**config.mk**
```make
export PLATFORM = sky130hd
export DESIGN_NAME = scarv_ccx_mmio_timers_flat
export DESIGN_NICKNAME = d
export VERILOG_FILES = /design/src/rtl/scarv_ccx_mmio_timers_if.sv /design/src/rtl/scarv_ccx_mmio_timers.sv /design/src/flat_wrapper.sv
export SDC_FILE = /design/constraint.sdc
export NUM_CORES = 1
export LEC_CHECK = 0
export CORE_MARGIN = 2
export CORE_UTILIZATION = 61
export DETAILED_ROUTE_END_ITERATION = 12
export PLACE_DENSITY = 0.93
export SYNTH_ARGS = -nofsm -noshare
export SYNTH_HDL_FRONTEND = slang
export SYNTH_SLANG_ARGS = --single-unit
```
**constraint.sdc**
```tcl
create_clock -name f_clk -period 8.22 [get_ports f_clk]
set_clock_uncertainty 0.15 [all_clocks]
set_input_delay 2.466 -clock f_clk [delete_from_list [all_inputs] [get_ports f_clk]]
set_output_delay 2.466 -clock f_clk [all_outputs]
set_load 0.01 [all_outputs]
```
**src/rtl/scarv_ccx_mmio_timers_if.sv**
```systemverilog
// Simple request/response memory interface shared by CCX peripherals.
interface scarv_ccx_memif;
    logic        req;
    logic        gnt;
    logic        wen;
    logic [3:0]  strb;
    logic [31:0] addr;
    logic [31:0] wdata;
    logic [31:0] rdata;
    logic        error;

    modport REQ (output req, wen, strb, addr, wdata, input  gnt, rdata, error);
    modport RSP (input  req, wen, strb, addr, wdata, output gnt, rdata, error);
endinterface

```
**src/rtl/scarv_ccx_mmio_timers.sv**
```systemverilog
// Memory-mapped 64-bit mtime counter with prescaler and NCMP compare channels,
// each raising a registered timer interrupt when mtime >= its MTIMECMP.
module scarv_ccx_mmio_timers #(
    parameter logic [31:0] MMIO_BASE_ADDR = 32'h0000_1000,
    parameter logic [31:0] MMIO_SIZE      = 32'h0000_0100,
    parameter int          NCMP           = 2,
    parameter int          PRESCALE_W     = 8,
    parameter logic [63:0] MTIMECMP_RESET = '1
)(
    input  logic             f_clk,
    input  logic             g_resetn,
    scarv_ccx_memif.RSP      mmio,
    output logic [NCMP-1:0]  timer_interrupt,
    output logic [63:0]      ctr_time
);

    localparam int AW = $clog2(MMIO_SIZE);
    localparam int IW = AW - 2;

    function automatic logic [31:0] merge(input logic [31:0] old, input logic [31:0] wd,
                                          input logic [3:0] s);
        for (int b = 0; b < 4; b++) merge[8*b +: 8] = s[b] ? wd[8*b +: 8] : old[8*b +: 8];
    endfunction

    logic [63:0]           mtime;
    logic [PRESCALE_W-1:0] pre_q;
    logic [PRESCALE_W-1:0] prescale;
    logic                  en;
    logic [NCMP-1:0]       irq_en;
    logic [31:0]           shadow;
    logic [31:0]           rdata_q;
    logic                  error_q;
    logic [63:0]           cmp_val [NCMP];

    logic [IW-1:0] idx;
    logic          wr, rd, tick;
    logic [31:0]   ctrl_word, irq_word, ctrl_new, irq_new, wr_half;
    logic [31:0]   rd_val;
    logic          mapped;

    // Only the in-window word offset participates in decode.
    assign idx       = mmio.addr[AW-1:2];
    assign wr        = mmio.req &&  mmio.wen;
    assign rd        = mmio.req && !mmio.wen;
    assign tick      = en && (pre_q == prescale);
    assign ctrl_word = 32'({prescale, 7'b0, en});
    assign irq_word  = 32'(irq_en);
    assign ctrl_new  = merge(ctrl_word, mmio.wdata, mmio.strb);
    assign irq_new   = merge(irq_word,  mmio.wdata, mmio.strb);
    assign wr_half   = merge(idx == IW'(1) ? mtime[63:32] : mtime[31:0], mmio.wdata, mmio.strb);

    logic unused_bits;
    assign unused_bits = ^{mmio.addr[31:AW], mmio.addr[1:0], MMIO_BASE_ADDR, ctrl_new, irq_new};

    always_comb begin
        rd_val = '0;
        mapped = 1'b0;
        if      (idx == IW'(0)) begin rd_val = mtime[31:0]; mapped = 1'b1; end
        else if (idx == IW'(1)) begin rd_val = shadow;      mapped = 1'b1; end
        else if (idx == IW'(2)) begin rd_val = ctrl_word;   mapped = 1'b1; end
        else if (idx == IW'(3)) begin rd_val = irq_word;    mapped = 1'b1; end
        for (int i = 0; i < NCMP; i++) begin
            if (idx == IW'(4 + 2*i)) begin rd_val = cmp_val[i][31:0];  mapped = 1'b1; end
            if (idx == IW'(5 + 2*i)) begin rd_val = cmp_val[i][63:32]; mapped = 1'b1; end
        end
    end

    always_ff @(posedge f_clk) begin
        if (!g_resetn) begin
            mtime    <= '0;
            pre_q    <= '0;
            shadow   <= '0;
            en       <= 1'b1;
            prescale <= '0;
            irq_en   <= '1;
            rdata_q  <= '0;
            error_q  <= 1'b0;
        end else begin
            // A software write to mtime takes precedence over the tick.
            if (wr && idx == IW'(0))      mtime[31:0]  <= wr_half;
            else if (wr && idx == IW'(1)) mtime[63:32] <= wr_half;
            else if (tick)                mtime        <= mtime + 64'd1;

            if (wr && idx == IW'(2))      pre_q <= '0;
            else if (en)                  pre_q <= tick ? '0 : pre_q + 1'b1;

            if (rd && idx == IW'(0))      shadow <= mtime[63:32];
            else if (wr && idx == IW'(1)) shadow <= wr_half;

            if (wr && idx == IW'(2)) begin
                en       <= ctrl_new[0];
                prescale <= ctrl_new[8 +: PRESCALE_W];
            end
            if (wr && idx == IW'(3)) irq_en <= irq_new[NCMP-1:0];

            if (mmio.req) begin
                rdata_q <= mapped ? rd_val : 32'h0;
                error_q <= !mapped;
            end
        end
    end

    for (genvar i = 0; i < NCMP; i++) begin : g_cmp
        logic [63:0] cmp_q;
        logic        irq_q;
        always_ff @(posedge f_clk) begin
            if (!g_resetn) begin
                cmp_q <= MTIMECMP_RESET;
                irq_q <= 1'b0;
            end else begin
                if (wr && idx == IW'(4 + 2*i)) cmp_q[31:0]  <= merge(cmp_q[31:0],  mmio.wdata, mmio.strb);
                if (wr && idx == IW'(5 + 2*i)) cmp_q[63:32] <= merge(cmp_q[63:32], mmio.wdata, mmio.strb);
                irq_q <= irq_en[i] && (mtime >= cmp_q);
            end
        end
        assign cmp_val[i]         = cmp_q;
        assign timer_interrupt[i] = irq_q;
    end

    assign mmio.gnt   = 1'b1;
    assign mmio.rdata = rdata_q;
    assign mmio.error = error_q;
    assign ctr_time   = mtime;

endmodule

```
**src/flat_wrapper.sv**
```systemverilog
// flat-port wrapper written by rule: the top's interface ports become plain ports
module scarv_ccx_mmio_timers_flat 
#(
    parameter logic [31:0] MMIO_BASE_ADDR = 32'h0000_1000,
    parameter logic [31:0] MMIO_SIZE      = 32'h0000_0100,
    parameter int          NCMP           = 2,
    parameter int          PRESCALE_W     = 8,
    parameter logic [63:0] MTIMECMP_RESET = '1
)
  (f_clk, g_resetn, timer_interrupt, ctr_time, mmio_req, mmio_wen, mmio_strb, mmio_addr, mmio_wdata, mmio_gnt, mmio_rdata, mmio_error);
  scarv_ccx_memif mmio_i ();
  input  logic f_clk;
  input  logic g_resetn;
  output logic [NCMP-1:0] timer_interrupt;
  output logic [63:0] ctr_time;
  input wire logic [$bits(mmio_i.req)-1:0] mmio_req;
  input wire logic [$bits(mmio_i.wen)-1:0] mmio_wen;
  input wire logic [$bits(mmio_i.strb)-1:0] mmio_strb;
  input wire logic [$bits(mmio_i.addr)-1:0] mmio_addr;
  input wire logic [$bits(mmio_i.wdata)-1:0] mmio_wdata;
  output wire logic [$bits(mmio_i.gnt)-1:0] mmio_gnt;
  output wire logic [$bits(mmio_i.rdata)-1:0] mmio_rdata;
  output wire logic [$bits(mmio_i.error)-1:0] mmio_error;
  assign mmio_i.req = mmio_req;
  assign mmio_i.wen = mmio_wen;
  assign mmio_i.strb = mmio_strb;
  assign mmio_i.addr = mmio_addr;
  assign mmio_i.wdata = mmio_wdata;
  assign mmio_gnt = mmio_i.gnt;
  assign mmio_rdata = mmio_i.rdata;
  assign mmio_error = mmio_i.error;
  scarv_ccx_mmio_timers #(.MMIO_BASE_ADDR(MMIO_BASE_ADDR), .MMIO_SIZE(MMIO_SIZE), .NCMP(NCMP), .PRESCALE_W(PRESCALE_W), .MTIMECMP_RESET(MTIMECMP_RESET)) u_core (.f_clk(f_clk), .g_resetn(g_resetn), .mmio(mmio_i), .timer_interrupt(timer_interrupt), .ctr_time(ctr_time));
endmodule
```
==> results_dict.tcl <==
set metrics [dict create \
    yosys-top-cells-area "dfxtp_1 (33%), ha_1 (9.7%), mux2i_1 (7.7%)" \
    avgRoutedWirePerCell_um 23.65 \
    start_util_pct 62.19 \
    synth_area_um2 16810 \
    fp.dieW_um 170.0 \
    rsz0062_at_grt "no" \
    die_h_um 170.0 \
    status "finished clean" \
    worstReg2RegStart "u_core.ctr_time[6]" \
    hold_depth 2 \
    holdPathEnd "u_core.mmio.rdata[24]" \
    layout_commonest_cell "nand2_1" \
    synthFlopType "dfxtp_1" \
    fillerInstances 1977 \
    required_ns 8.53 \
    yosysSeqAreaShare_pct 33.11 \
    drt-total-wl_um 59960 \
    arrival_ns 6.53 \
    synth_edf_count 0 \
    yosysTopAreaCell "dfxtp_1" \
    grt_use_total_pct 40.31 \
    ys_async_sr_fraction_pct 0 \
    antenna_found_initial 0 \
    worst-setup-path-type "in -> reg" \
    whs_ns 0.3030 \
    clockRootBuffer "clkbuf_16" \
    area_growth_pct 15.04 \
    vias 17676 \
    setup.worst_path.end_class "register" \
    start_kind "primary input" \
    period_needed_ns 6.215 \
    slowest_delay_ns 1.01 \
    portBuffers 144 \
    setup_viol 0 \
    die_area_um2 28900 \
    leakagePower_nw 8.872 \
    crit_chain "clkdlybuf4s50_1 -> and2_1 -> and3_2 -> buf_4 -> o21ai_2 -> a22oi_1 -> o22ai_1 -> a41o_1" \
    viasPerCell 6.973 \
    gp_congestion 1.052 \
    crit_family "buffers and inverters" \
    hold_viol_final 0 \
    grt_pass1_vias 17098 \
    p_per_area_nw_per_um2 154.1 \
    path_buf_inv 2 \
    ant_nets 0 \
    antennaDiodeCount 0 \
    power_mw 2.980 \
    core-area_um2 27030 \
    period_share_pct 75.60 \
    htree_levels 1 \
    initialDrtViolationCount 2763 \
    r2r_cells 8 \
    cpMaxStageDelayCell "clkdlybuf4s50_1" \
    grt_overflow_total 0 \
    nNetsFinal 2373 \
    postCtsHoldBufs 0 \
    slew_viol_final 0 \
    final_cell_mix "nand2_1 (296), dfxtp_1 (278), a21oi_1 (152)" \
    cts_resized 0 \
    ys_seq_elements 278 \
    numCtsBuffers 30 \
    cts_sinks 278 \
    first_pass_iters 6 \
    yosys_warnings 0 \
    drc 0 \
    drive_gt1_share_pct 4.740 \
    clk_pin_slew_ns 0.06 \
    worst-r2r-setup-slack_ns 4.70 \
    cap_violations 0 \
    yosys.area.top_type_share_pct 33.11 \
    postCtsSetupRepairBufs 0 \
    min_from "u_core.mmio.rdata[24]" \
    hp-class "reg -> reg" \
    synth_area_per_cell_um2 7.978 \
    boundaryPins 172 \
    grt_pass1_wl_um 91580 \
    vdd_drop_max_v 0.0001576 \
    synth_fp_nets 2309 \
    clock_path_buffers 3 \
    crit_fanout 69 \
    setup_tns_ns 0 \
    dpl.hpwl_um 40510 \
    worst_pin_slew_ns 1.346 \
    synth_cells 2107 \
    placementRows 60 \
    clkLatencyLatePin_ns 0.57 \
    cts_tree "yes" \
    fmax_mhz 160.9 \
    r2r-end "u_core.g_cmp[1].irq_q" \
    relSlewSlack_pct 9.552 \
    grt_max_degree 76 \
    synth_cell_types 76 \
]
## cell families after synthesis
family	share of synthesized area, %
and+or+nand+nor	19.11
AOI/OAI and AO/OA	20.92
buffers and inverters	6.744
DFF	33.11
muxes	8.077
adders and majority gates	9.677
xor gates and xnor gates	2.345
other	0.02231
## metrics by stage
stage / cells / util, % / area, µm² / setup slack, ns
after floorplan: 2107 / - / 16810 / 3.623
after global placement: 2480 / 67.71 / 18300 / 1.768
after detailed placement: 2480 / 67.71 / 18300 / 1.642
after CTS: 2535 / 71.55 / 19340 / 2.244
after global routing: 2535 / 71.55 / 19340 / 2.000
final: 2535 / 71.55 / 19340 / 2.005
## area by class of cell
class,count,area (µm²),area share (%)
Sequential cell,278,5565,28.78
Clock buffer,50,937.1,4.847
Multi-Input combinational cell,1547,10130,52.41
Clock inverter,5,100.1,0.5177
Inverter,144,540.5,2.795
Timing Repair Buffer,170,1632,8.438
Tap cell,341,426.7,2.207
## flip-flops by register name (all words and copies together) (netlist names)
name	count
u_core.shadow	32
u_core.irq_en	2
u_core.ctr_time	64
u_core.pre_q	8
u_core.prescale	8
u_core.mmio.error	1
u_core.g_cmp.irq_q	2
u_core.en	1
u_core.g_cmp.cmp_q	128
u_core.mmio.rdata	32
## how the worst max path moves through the flow
stage	from	end	slack (ns)	depth (start not counted)
2_1_floorplan	mmio_addr[4]	u_core.shadow[7]	3.62	10
3_3_place_gp	mmio_req	u_core.ctr_time[63]	1.77	8
3_5_place_dp	mmio_req	u_core.ctr_time[63]	1.64	8
4_1_cts	mmio_req	u_core.ctr_time[63]	2.24	8
5_1_grt	mmio_req	u_core.ctr_time[63]	2.00	8
6_report	mmio_req	u_core.ctr_time[63]	2.01	8
## per-layer routing
layer	global-route usage [%]	routed length, µm
met1	48.88	21040
met2	62.95	25720
met3	11.44	8753
met4	25.79	4453
met5	0	0
## power by group
| group | internal (mW) | switching, mW |
|---|---|---|
| Sequential | 1.35 | 0.0110 |
| Clock | 0.862 | 0.572 |
| Combinational | 0.0601 | 0.122 |
## synthesized netlist by cell type (all sizes together), types with 15 or more instances
cell / count
o211ai: 78
clkbuf: 100
a221oi: 29
nand2: 297
nor4: 15
a21oi: 152
a22oi: 28
mux2i: 130
a211oi: 26
nand3: 75
ha: 130
xor2: 15
nor3: 43
and3: 15
dfxtp: 278
o22ai: 30
nand4: 53
buf: 38
o21ai: 118
nor2: 130
inv: 144
xnor2: 30
## tightest hold or removal path, delay by kind of cell, from the launching register on
family,cells,cell delay [ns]
compound gates,1,0.05
flops,1,0.32
simple gates,1,0.05
No activity file was read; power rests on OpenSTA's default activity.
